$ cat config.mk
export PLATFORM = sky130hd
export DESIGN_NAME = decode_issue_buffer_flat
export DESIGN_NICKNAME = d
export VERILOG_FILES = /design/src/rtl/decode_issue_buffer_pkg.sv /design/src/rtl/decode_issue_buffer_if.sv /design/src/rtl/decode_issue_buffer.sv /design/src/flat_wrapper.sv
export SDC_FILE = /design/constraint.sdc
export NUM_CORES = 1
export LEC_CHECK = 0
export CORE_ASPECT_RATIO = 1.4
export CORE_MARGIN = 2
export CORE_UTILIZATION = 58
export CTS_BUF_LIST = sky130_fd_sc_hd__clkbuf_4
export CTS_CLUSTER_SIZE = 28
export DETAILED_ROUTE_END_ITERATION = 7
export PLACE_DENSITY = 0.95
export SLEW_MARGIN = 20
export SYNTH_ARGS = -nofsm -noshare
export SYNTH_HDL_FRONTEND = slang
export SYNTH_SLANG_ARGS = --single-unit
$ cat constraint.sdc
create_clock -name clk_i -period 11.6 [get_ports clk_i]
set_clock_uncertainty 0.1 [all_clocks]
set_input_delay 1.74 -clock clk_i [delete_from_list [all_inputs] [get_ports clk_i]]
set_output_delay 1.74 -clock clk_i [all_outputs]
set_load 0.01 [all_outputs]
$ cat src/rtl/decode_issue_buffer_pkg.sv
// Package for the decode/issue buffer.
// Holds the decoded scoreboard entry type and the default buffer depth
// used by the instantiating stage.
package decode_issue_buffer_pkg;

  typedef struct packed {
    logic [31:0] pc;
    logic [7:0]  op;
    logic [4:0]  rd;
    logic [4:0]  rs1;
    logic [4:0]  rs2;
  } scoreboard_entry_t;

  localparam int unsigned DECODE_BUF_DEPTH = 4;

endpackage

$ cat src/rtl/decode_issue_buffer_if.sv
// Handshake bundle between decoder, buffer and scoreboard issue port.
// Signal suffixes are from the buffer's point of view.
//   slave  : the buffer (accepts decoded entries, presents oldest entry)
//   master : the surrounding pipeline (decoder + scoreboard)
interface decode_issue_buffer_if;
  import decode_issue_buffer_pkg::*;

  scoreboard_entry_t decoded_instr_i;
  logic              is_ctrl_flow_i;
  logic              decoded_instr_valid_i;
  logic              decoded_instr_ack_o;
  scoreboard_entry_t issue_instr_o;
  logic              issue_is_ctrl_flow_o;
  logic              issue_instr_valid_o;
  logic              issue_instr_ack_i;

  modport slave (
    input  decoded_instr_i, is_ctrl_flow_i, decoded_instr_valid_i, issue_instr_ack_i,
    output decoded_instr_ack_o, issue_instr_o, issue_is_ctrl_flow_o, issue_instr_valid_o
  );

  modport master (
    output decoded_instr_i, is_ctrl_flow_i, decoded_instr_valid_i, issue_instr_ack_i,
    input  decoded_instr_ack_o, issue_instr_o, issue_is_ctrl_flow_o, issue_instr_valid_o
  );
endinterface

$ cat src/rtl/decode_issue_buffer.sv
// Elastic FIFO between the decoder and the scoreboard issue port.
// Ports:
//   clk_i, rst_i (sync, active-high)
//   flush_i, flush_unissued_instr_i : drop every buffered entry
//   bus     : decode_issue_buffer_if.slave (decode push / issue pop handshakes)
//   usage_o : occupancy 0..DEPTH; full_o / empty_o decoded from it
// Optional feature: define DECODE_BUF_BYPASS_EN to forward an incoming entry
// to the issue port in the same cycle while the buffer is empty.
module decode_issue_buffer
  import decode_issue_buffer_pkg::*;
#(
  parameter int unsigned DEPTH = DECODE_BUF_DEPTH
) (
  input  logic                     clk_i,
  input  logic                     rst_i,
  input  logic                     flush_i,
  input  logic                     flush_unissued_instr_i,
  decode_issue_buffer_if.slave     bus,
  output logic [$clog2(DEPTH):0]   usage_o,
  output logic                     full_o,
  output logic                     empty_o
);

  localparam int unsigned PtrW = $clog2(DEPTH);
  localparam int unsigned CntW = PtrW + 1;
  localparam logic [CntW-1:0] DepthCnt = CntW'(DEPTH);

  typedef struct packed {
    logic              is_ctrl_flow;
    scoreboard_entry_t instr;
  } buf_entry_t;

  buf_entry_t        mem_q [DEPTH];
  logic [PtrW-1:0]   rd_ptr_q, wr_ptr_q;
  logic [CntW-1:0]   count_q, count_d;

  logic flush;
  logic bypass;
  logic push_mem;
  logic pop_mem;

  always_comb begin
    flush   = flush_i | flush_unissued_instr_i;
    full_o  = (count_q == DepthCnt);
    empty_o = (count_q == '0);
    usage_o = count_q;

    // Deliberately independent of issue_instr_ack_i: no ack-to-ack comb path.
    bus.decoded_instr_ack_o = !full_o && !flush;

`ifdef DECODE_BUF_BYPASS_EN
    bypass = empty_o && bus.decoded_instr_valid_i && !flush;
`else
    bypass = 1'b0;
`endif

    bus.issue_instr_valid_o  = !empty_o || bypass;
    bus.issue_instr_o        = bypass ? bus.decoded_instr_i : mem_q[rd_ptr_q].instr;
    bus.issue_is_ctrl_flow_o = bypass ? bus.is_ctrl_flow_i : mem_q[rd_ptr_q].is_ctrl_flow;

    // A bypassed entry consumed in the same cycle never touches storage.
    push_mem = bus.decoded_instr_valid_i && bus.decoded_instr_ack_o &&
               !(bypass && bus.issue_instr_ack_i);
    pop_mem  = !empty_o && bus.issue_instr_ack_i;

    count_d = count_q;
    if (push_mem && !pop_mem) begin
      count_d = count_q + CntW'(1);
    end else if (!push_mem && pop_mem) begin
      count_d = count_q - CntW'(1);
    end
  end

  always_ff @(posedge clk_i) begin
    if (rst_i) begin
      rd_ptr_q <= '0;
      wr_ptr_q <= '0;
      count_q  <= '0;
    end else if (flush) begin
      rd_ptr_q <= '0;
      wr_ptr_q <= '0;
      count_q  <= '0;
    end else begin
      if (push_mem) begin
        mem_q[wr_ptr_q] <= '{is_ctrl_flow: bus.is_ctrl_flow_i, instr: bus.decoded_instr_i};
        wr_ptr_q        <= wr_ptr_q + PtrW'(1);
      end
      if (pop_mem) begin
        rd_ptr_q <= rd_ptr_q + PtrW'(1);
      end
      count_q <= count_d;
    end
  end

endmodule
$ cat src/flat_wrapper.sv
// flat-port wrapper written by rule: the top's interface ports become plain ports
module decode_issue_buffer_flat import decode_issue_buffer_pkg::*;
#(
  parameter int unsigned DEPTH = DECODE_BUF_DEPTH
)
  (clk_i, rst_i, flush_i, flush_unissued_instr_i, usage_o, full_o, empty_o, bus_decoded_instr_i, bus_is_ctrl_flow_i, bus_decoded_instr_valid_i, bus_issue_instr_ack_i, bus_decoded_instr_ack_o, bus_issue_instr_o, bus_issue_is_ctrl_flow_o, bus_issue_instr_valid_o);
  decode_issue_buffer_if bus_i ();
  input  logic clk_i;
  input  logic rst_i;
  input  logic flush_i;
  input  logic flush_unissued_instr_i;
  output logic [$clog2(DEPTH):0] usage_o;
  output logic full_o;
  output logic empty_o;
  input wire logic [$bits(bus_i.decoded_instr_i)-1:0] bus_decoded_instr_i;
  input wire logic [$bits(bus_i.is_ctrl_flow_i)-1:0] bus_is_ctrl_flow_i;
  input wire logic [$bits(bus_i.decoded_instr_valid_i)-1:0] bus_decoded_instr_valid_i;
  input wire logic [$bits(bus_i.issue_instr_ack_i)-1:0] bus_issue_instr_ack_i;
  output wire logic [$bits(bus_i.decoded_instr_ack_o)-1:0] bus_decoded_instr_ack_o;
  output wire logic [$bits(bus_i.issue_instr_o)-1:0] bus_issue_instr_o;
  output wire logic [$bits(bus_i.issue_is_ctrl_flow_o)-1:0] bus_issue_is_ctrl_flow_o;
  output wire logic [$bits(bus_i.issue_instr_valid_o)-1:0] bus_issue_instr_valid_o;
  assign bus_i.decoded_instr_i = bus_decoded_instr_i;
  assign bus_i.is_ctrl_flow_i = bus_is_ctrl_flow_i;
  assign bus_i.decoded_instr_valid_i = bus_decoded_instr_valid_i;
  assign bus_i.issue_instr_ack_i = bus_issue_instr_ack_i;
  assign bus_decoded_instr_ack_o = bus_i.decoded_instr_ack_o;
  assign bus_issue_instr_o = bus_i.issue_instr_o;
  assign bus_issue_is_ctrl_flow_o = bus_i.issue_is_ctrl_flow_o;
  assign bus_issue_instr_valid_o = bus_i.issue_instr_valid_o;
  decode_issue_buffer #(.DEPTH(DEPTH)) u_core (.clk_i(clk_i), .rst_i(rst_i), .flush_i(flush_i), .flush_unissued_instr_i(flush_unissued_instr_i), .bus(bus_i), .usage_o(usage_o), .full_o(full_o), .empty_o(empty_o));
endmodule
Yosys cells after proc, flatten, opt, wreduce, memory -nomap -nowiden
Memory sizes are Yosys's and may differ from the RTL's. A register that Yosys moved wholly into a read port is not among the register bits.
Index checks and enable logic that the tools add are counted.
{"block": "word_totals", "word_cells": 31, "ram_bits": 224, "mem_count": 1, "out_inout_bits": 63, "ff_bits": 7}
{"block": "classes", "addsub": 4, "reduce_logical": 13, "n_bitwise": 1, "n_mux": 8, "eq_ne": 1}
{"name": "u_core.mem_q", "depth": 4, "word_bits": 56, "read_ports": 1, "rd_clocked_by_memory_dff": 1, "write_ports": 1, "line": "decode_issue_buffer.sv:33", "rtl": "buf_entry_t mem_q [DEPTH];"}
{"op": "3-bit 2-to-1 mux", "count": 2}
{"op": "1-bit logical AND", "count": 5}
{"op": "1-bit zero test", "count": 5}
{"op": "2-bit by 1-bit adder with 2-bit output (second input constant)", "count": 2}
{"op": "1-bit 2-to-1 mux", "count": 4}
{"op": "2-bit 2-to-1 mux", "count": 2}
{"op": "3-bit by 1-bit adder with 3-bit output (second input constant)", "count": 1}
{"op": "3-bit == test (second input constant)", "count": 1}
{"op": "3-bit zero test", "count": 1}
{"op": "3-bit by 1-bit subtractor with 3-bit output (second input constant)", "count": 1}
{"op": "2-bit nonzero test", "count": 1}
{"op": "2-bit OR reduction", "count": 1}
{"op": "1-bit OR", "count": 1}

Longest topological paths before layout
{"block": "depth", "depth_word": 8, "depth_mapped": 10, "mapped_depth_nobuf": 9}

Worst setup path after synthesis
No wires, ideal clock.
{"block": "synth_path", "path_kind": "input to register", "startpoint": "in flush_unissued_instr_i", "endpoint": "mem u_core.mem_q[0][0] in the netlist's numbering (enable)", "required_ns": 10.950, "path_stages": 3, "n_path_buf": 1, "arrival_time_ns": 6.502, "path_slack_ns": 4.448, "cell_sequence": "or4b_4 buf_6 nor3b_1"}
{"block": "synth_between", "elab_chain_cells": 8}
{"element": "start, declared", "line": "flat_wrapper.sv:11", "rtl": "input logic flush_unissued_instr_i;"}
{"element": "1-bit OR (*)", "line": "decode_issue_buffer.sv:43", "rtl": "flush = flush_i | flush_unissued_instr_i;"}
{"element": "1-bit zero test", "line": "decode_issue_buffer.sv:49", "rtl": "bus.decoded_instr_ack_o = !full_o && !flush;"}
{"element": "1-bit logical AND", "line": "decode_issue_buffer.sv:49"}
{"element": "1-bit logical AND", "line": "decode_issue_buffer.sv:62", "rtl": "push_mem = bus.decoded_instr_valid_i && bus.decoded_instr_ack_o &&"}
{"element": "1-bit 2-to-1 mux", "line": "decode_issue_buffer.sv:84", "rtl": "if (push_mem) begin"}
{"element": "1-bit 2-to-1 mux (*)", "line": "decode_issue_buffer.sv:79", "rtl": "end else if (flush) begin"}
{"element": "1-bit 2-to-1 mux (*)", "line": "decode_issue_buffer.sv:75", "rtl": "if (rst_i) begin"}
{"element": "1-bit 2-to-1 mux (not written as such) (*)", "line": "decode_issue_buffer.sv:85", "rtl": "mem_q[wr_ptr_q] <= '{is_ctrl_flow: bus.is_ctrl_flow_i, instr: bus.decoded_instr_i};"}
{"element": "end, declared", "line": "decode_issue_buffer.sv:33"}
Every way passes the cells marked *; elsewhere a longest branch is shown, timed or not.

Worst setup path in the final report
{"block": "layout_path", "startpoint": "in flush_unissued_instr_i", "endpoint": "out bus_decoded_instr_ack_o"}
{"block": "layout_between", "elab_chain_cells": 3}
{"element": "1-bit OR", "line": "decode_issue_buffer.sv:43"}
{"element": "1-bit zero test", "line": "decode_issue_buffer.sv:49"}
{"element": "1-bit logical AND", "line": "decode_issue_buffer.sv:49"}
{"element": "end, declared", "line": "flat_wrapper.sv:19", "rtl": "output wire logic [$bits(bus_i.decoded_instr_ack_o)-1:0] bus_decoded_instr_ack_o;"}
No other way between the ends.

==> flow_summary.yaml <==
cts:
  htree_num_levels: 2
  cts-root-buf: "clkbuf_4"
  cts_tree: "built"
  post_cts_resized: 0
  clkTransAtPathRegs_ns: 0.06
  clkLatencyLatePin_ns: 0.59
  clock_sinks: 233
  cts_setup_buffers: 0
  cts_buffers: 51
  clockBufferDepth: 3
  cts_hold_buf: 0
global_route:
  antenna_found_initial: 1
  grt_busiest_layer: "met2"
  grt_pass1_vias: 4725
  use_met1: 0.2384
  use_met2: 0.3755
  grt.total_usage: 0.2069
  grt_pass1_wl_um: 24420
  use_met3: 0.04674
  grt_max_degree: 57
  grt-ovfl-total: 0
logic_synthesis:
  syn_inst: 345
  synth_nets: 413
  synth_edf_count: 224
  avgSynthCellArea_um2: 24.77
  synth_seq_cells: 233
  ys_types: 23
  synth_seq_area_share: 0.8081
  synth_area_um2: 8547
  synthArstFlopShare: 0
  yosys.area.top_type: "edfxtp_1"
  ys_warn_count: 0
  yosys-top-cells-area: "edfxtp_1 (79%), mux4_2 (15%), dfxtp_1 (2.1%), ha_1 (0.73%), nor3b_1 (0.44%)"
  synth_top_area_share: 0.7870
  yosys_most_used_dff: "edfxtp_1"
pwr:
  p_clk_frac: 0.374
  p_switching_w: 0.0003054
  switching_share: 0.1952
  vdd_drop_max_uv: 103.5
  combPwrFrac: 0.034
  internal-power_w: 0.001259
  leakage_nw: 3.429
  seqPwrFrac: 0.592
  powerDensity_nw_per_um2: 146.1
final_layout:
  post-route-util: 0.7413
  nNetsFinal: 586
  synthToLayoutAreaGrowth_pct: 25.28
  finalInstanceArea_um2: 10710
  drive_gt1_frac: 0.2708
setup_path:
  worstSetupPathType: "input port to primary output"
  cp-start-kind: "input port"
  critPathMaxFanout: 4
  reg2reg_from: "u_core.usage_o[0]"
  critical_path_arrival_ns: 2.99
  end_kind: "primary output"
  r2r.worst_path.cells: 9
  reg2reg_slack_ns: 8.83
  reg2reg_to: "u_core.usage_o[2]"
  crit_required_ns: 9.76
sta:
  post-route-period-util: 0.4167
  clock.fmax_mhz: 206.9
  period_needed_ns: 4.833
  slew_viol_final: 0
  rsz0062_at_grt: "no"
  worstMarginPinSlew_ns: 0.8277
  setup_viol: 0
  hold_viol_final: 0
  setup-tns-final_ns: 0
  maxSlewHeadroom: 0.4482
detailed_routing:
  drt_iter0_markers: 202
  wirelength_um: 15520
  wl_per_cell_um: 20.86
  vias_per_cell: 5.594
  routed-via-count: 4162
  first_pass_iters: 4
  remaining_drc_errors: 0
  antenna_left: 0
hold_path:
  min_path_cells: 2
  hold_class: "flip-flop to flip-flop"
  min_from: "u_core.wr_ptr_q[1]"
  min_to: "u_core.wr_ptr_q[1]"
die:
  core_area_um2: 14440
  die_width_um: 106.6
  num_io_pins: 125
  std_cell_rows: 52
  die_y_um: 147.6
  initial_core_util: 0.5917
  die-area_um2: 15740
placement:
  placed_area_um2: 10080
  dp_hpwl_um: 9648
  gp_congestion: 0.6805
  port_buffers: 124
run:
  drv_cap: 0
outcome:
  status: "finished clean"
-- kinds of logic (layout without fill, tap and decap cells) --
family / Yosys count / after routing / synth area share
and+or+nand+nor: 20 / 20 / 0.01332
AOI/OAI and AO/OA: 4 / 4 / 0.003074
muxes: 59 / 59 / 0.1517
DFF: 233 / 233 / 0.8081
other: 0 / 1 / 0
adders and majority gates: 6 / 6 / 0.009662
xor gates and xnor gates: 4 / 4 / 0.004099
buffers and inverters: 19 / 228 / 0.01010
-- metal layers --
| layer | share of wire | vias up |
|---|---|---|
| met5 | 0 | - |
| li1 | - | 1851 |
| met3 | 0.058 | 25 |
| met4 | 0.023 | 0 |
| met1 | 0.36 | 2130 |
| met2 | 0.56 | 156 |
-- how the worst max path moves through the flow --
stage | endpoint | from | slack, ns
after floorplan | u_core.mem_q[0][0] | flush_unissued_instr_i | 4.45
after global placement | bus_decoded_instr_ack_o | flush_unissued_instr_i | 6.80
after detailed placement | bus_decoded_instr_ack_o | flush_unissued_instr_i | 6.76
after CTS | bus_decoded_instr_ack_o | flush_unissued_instr_i | 6.77
after global routing | bus_decoded_instr_ack_o | flush_unissued_instr_i | 6.67
final | bus_decoded_instr_ack_o | flush_unissued_instr_i | 6.77
-- synth_stat cells, types with 2 or more instances --
master,n
edfxtp_1,224
mux4_2,56
dfxtp_1,9
nor2_1,7
buf_2,6
clkbuf_1,5
ha_1,5
inv_1,5
nor3b_1,5
xor2_1,4
or3_1,3
buf_1,2
mux2i_1,2
nand2_1,2
nor3_1,2
-- final cells by class --
cell class,instances,area [um^2]
repair buffers,134,1336
inverters,5,18.77
multi-input cells,93,1574
fillers,829,3736
clock inverters,19,102.6
clock buffers,70,525.5
well taps,189,236.5
flip-flops and latches,233,6912
diodes,1,2.502
-- metrics by stage --
stage	hold WS, ns	instances	total power [W]	setup slack, ns
floorplan	0.3709	345	0.0009584	4.448
global placement	0.3821	653	0.0009946	6.802
detailed placement	0.4188	654	0.0009986	6.764
CTS	0.4273	743	0.001584	6.769
global route	0.4624	744	0.001625	6.667
finish	0.4351	744	0.001565	6.767
-- registers in the layout, summed over array words and instances (netlist names), named ones only --
| signal | count |
|---|---|
| u_core.mem_q | 224 |
| u_core.usage_o | 3 |
| u_core.rd_ptr_q | 2 |
| u_core.wr_ptr_q | 2 |
-- critical path, cell delays in order --
cell	delay, ns
clkdlybuf4s50_1	0.46
nor3_1	0.22
clkdlybuf4s50_1	0.58
-- power by group through the flow --
stage	registers, W	logic [W]	clock network, W
finish	0.000927	0.0000534	0.000585
global route	0.000926	0.0000571	0.000641
CTS	0.000927	0.0000539	0.000603
detailed placement	0.000945	0.0000535	0
global placement	0.000945	0.0000497	0
floorplan	0.000946	0.0000128	0
-- cells in the final DEF (no fill, tap or decap) --
master and n:
edfxtp_1 224, clkdlybuf4s50_1 124, clkbuf_4 70, mux4_2 56
clkinv_1 13, buf_4 9, nor2_1 7, dfxtp_1 7
inv_1 5, ha_1 5, nor3b_2 4, xor2_1 4
clkinv_2 4, or3_1 3, nor3_1 2, mux2i_1 2
nand2_1 2, diode_2 1, nor3b_1 1, or4b_4 1
o31ai_1 1, mux2_4 1, o311ai_0 1, o21ai_0 1
a21oi_1 1, fa_1 1, dfxtp_4 1, dfxtp_2 1
bufinv_16 1, inv_2 1, buf_16 1
Note: power is estimated with default switching activity, not from simulation.
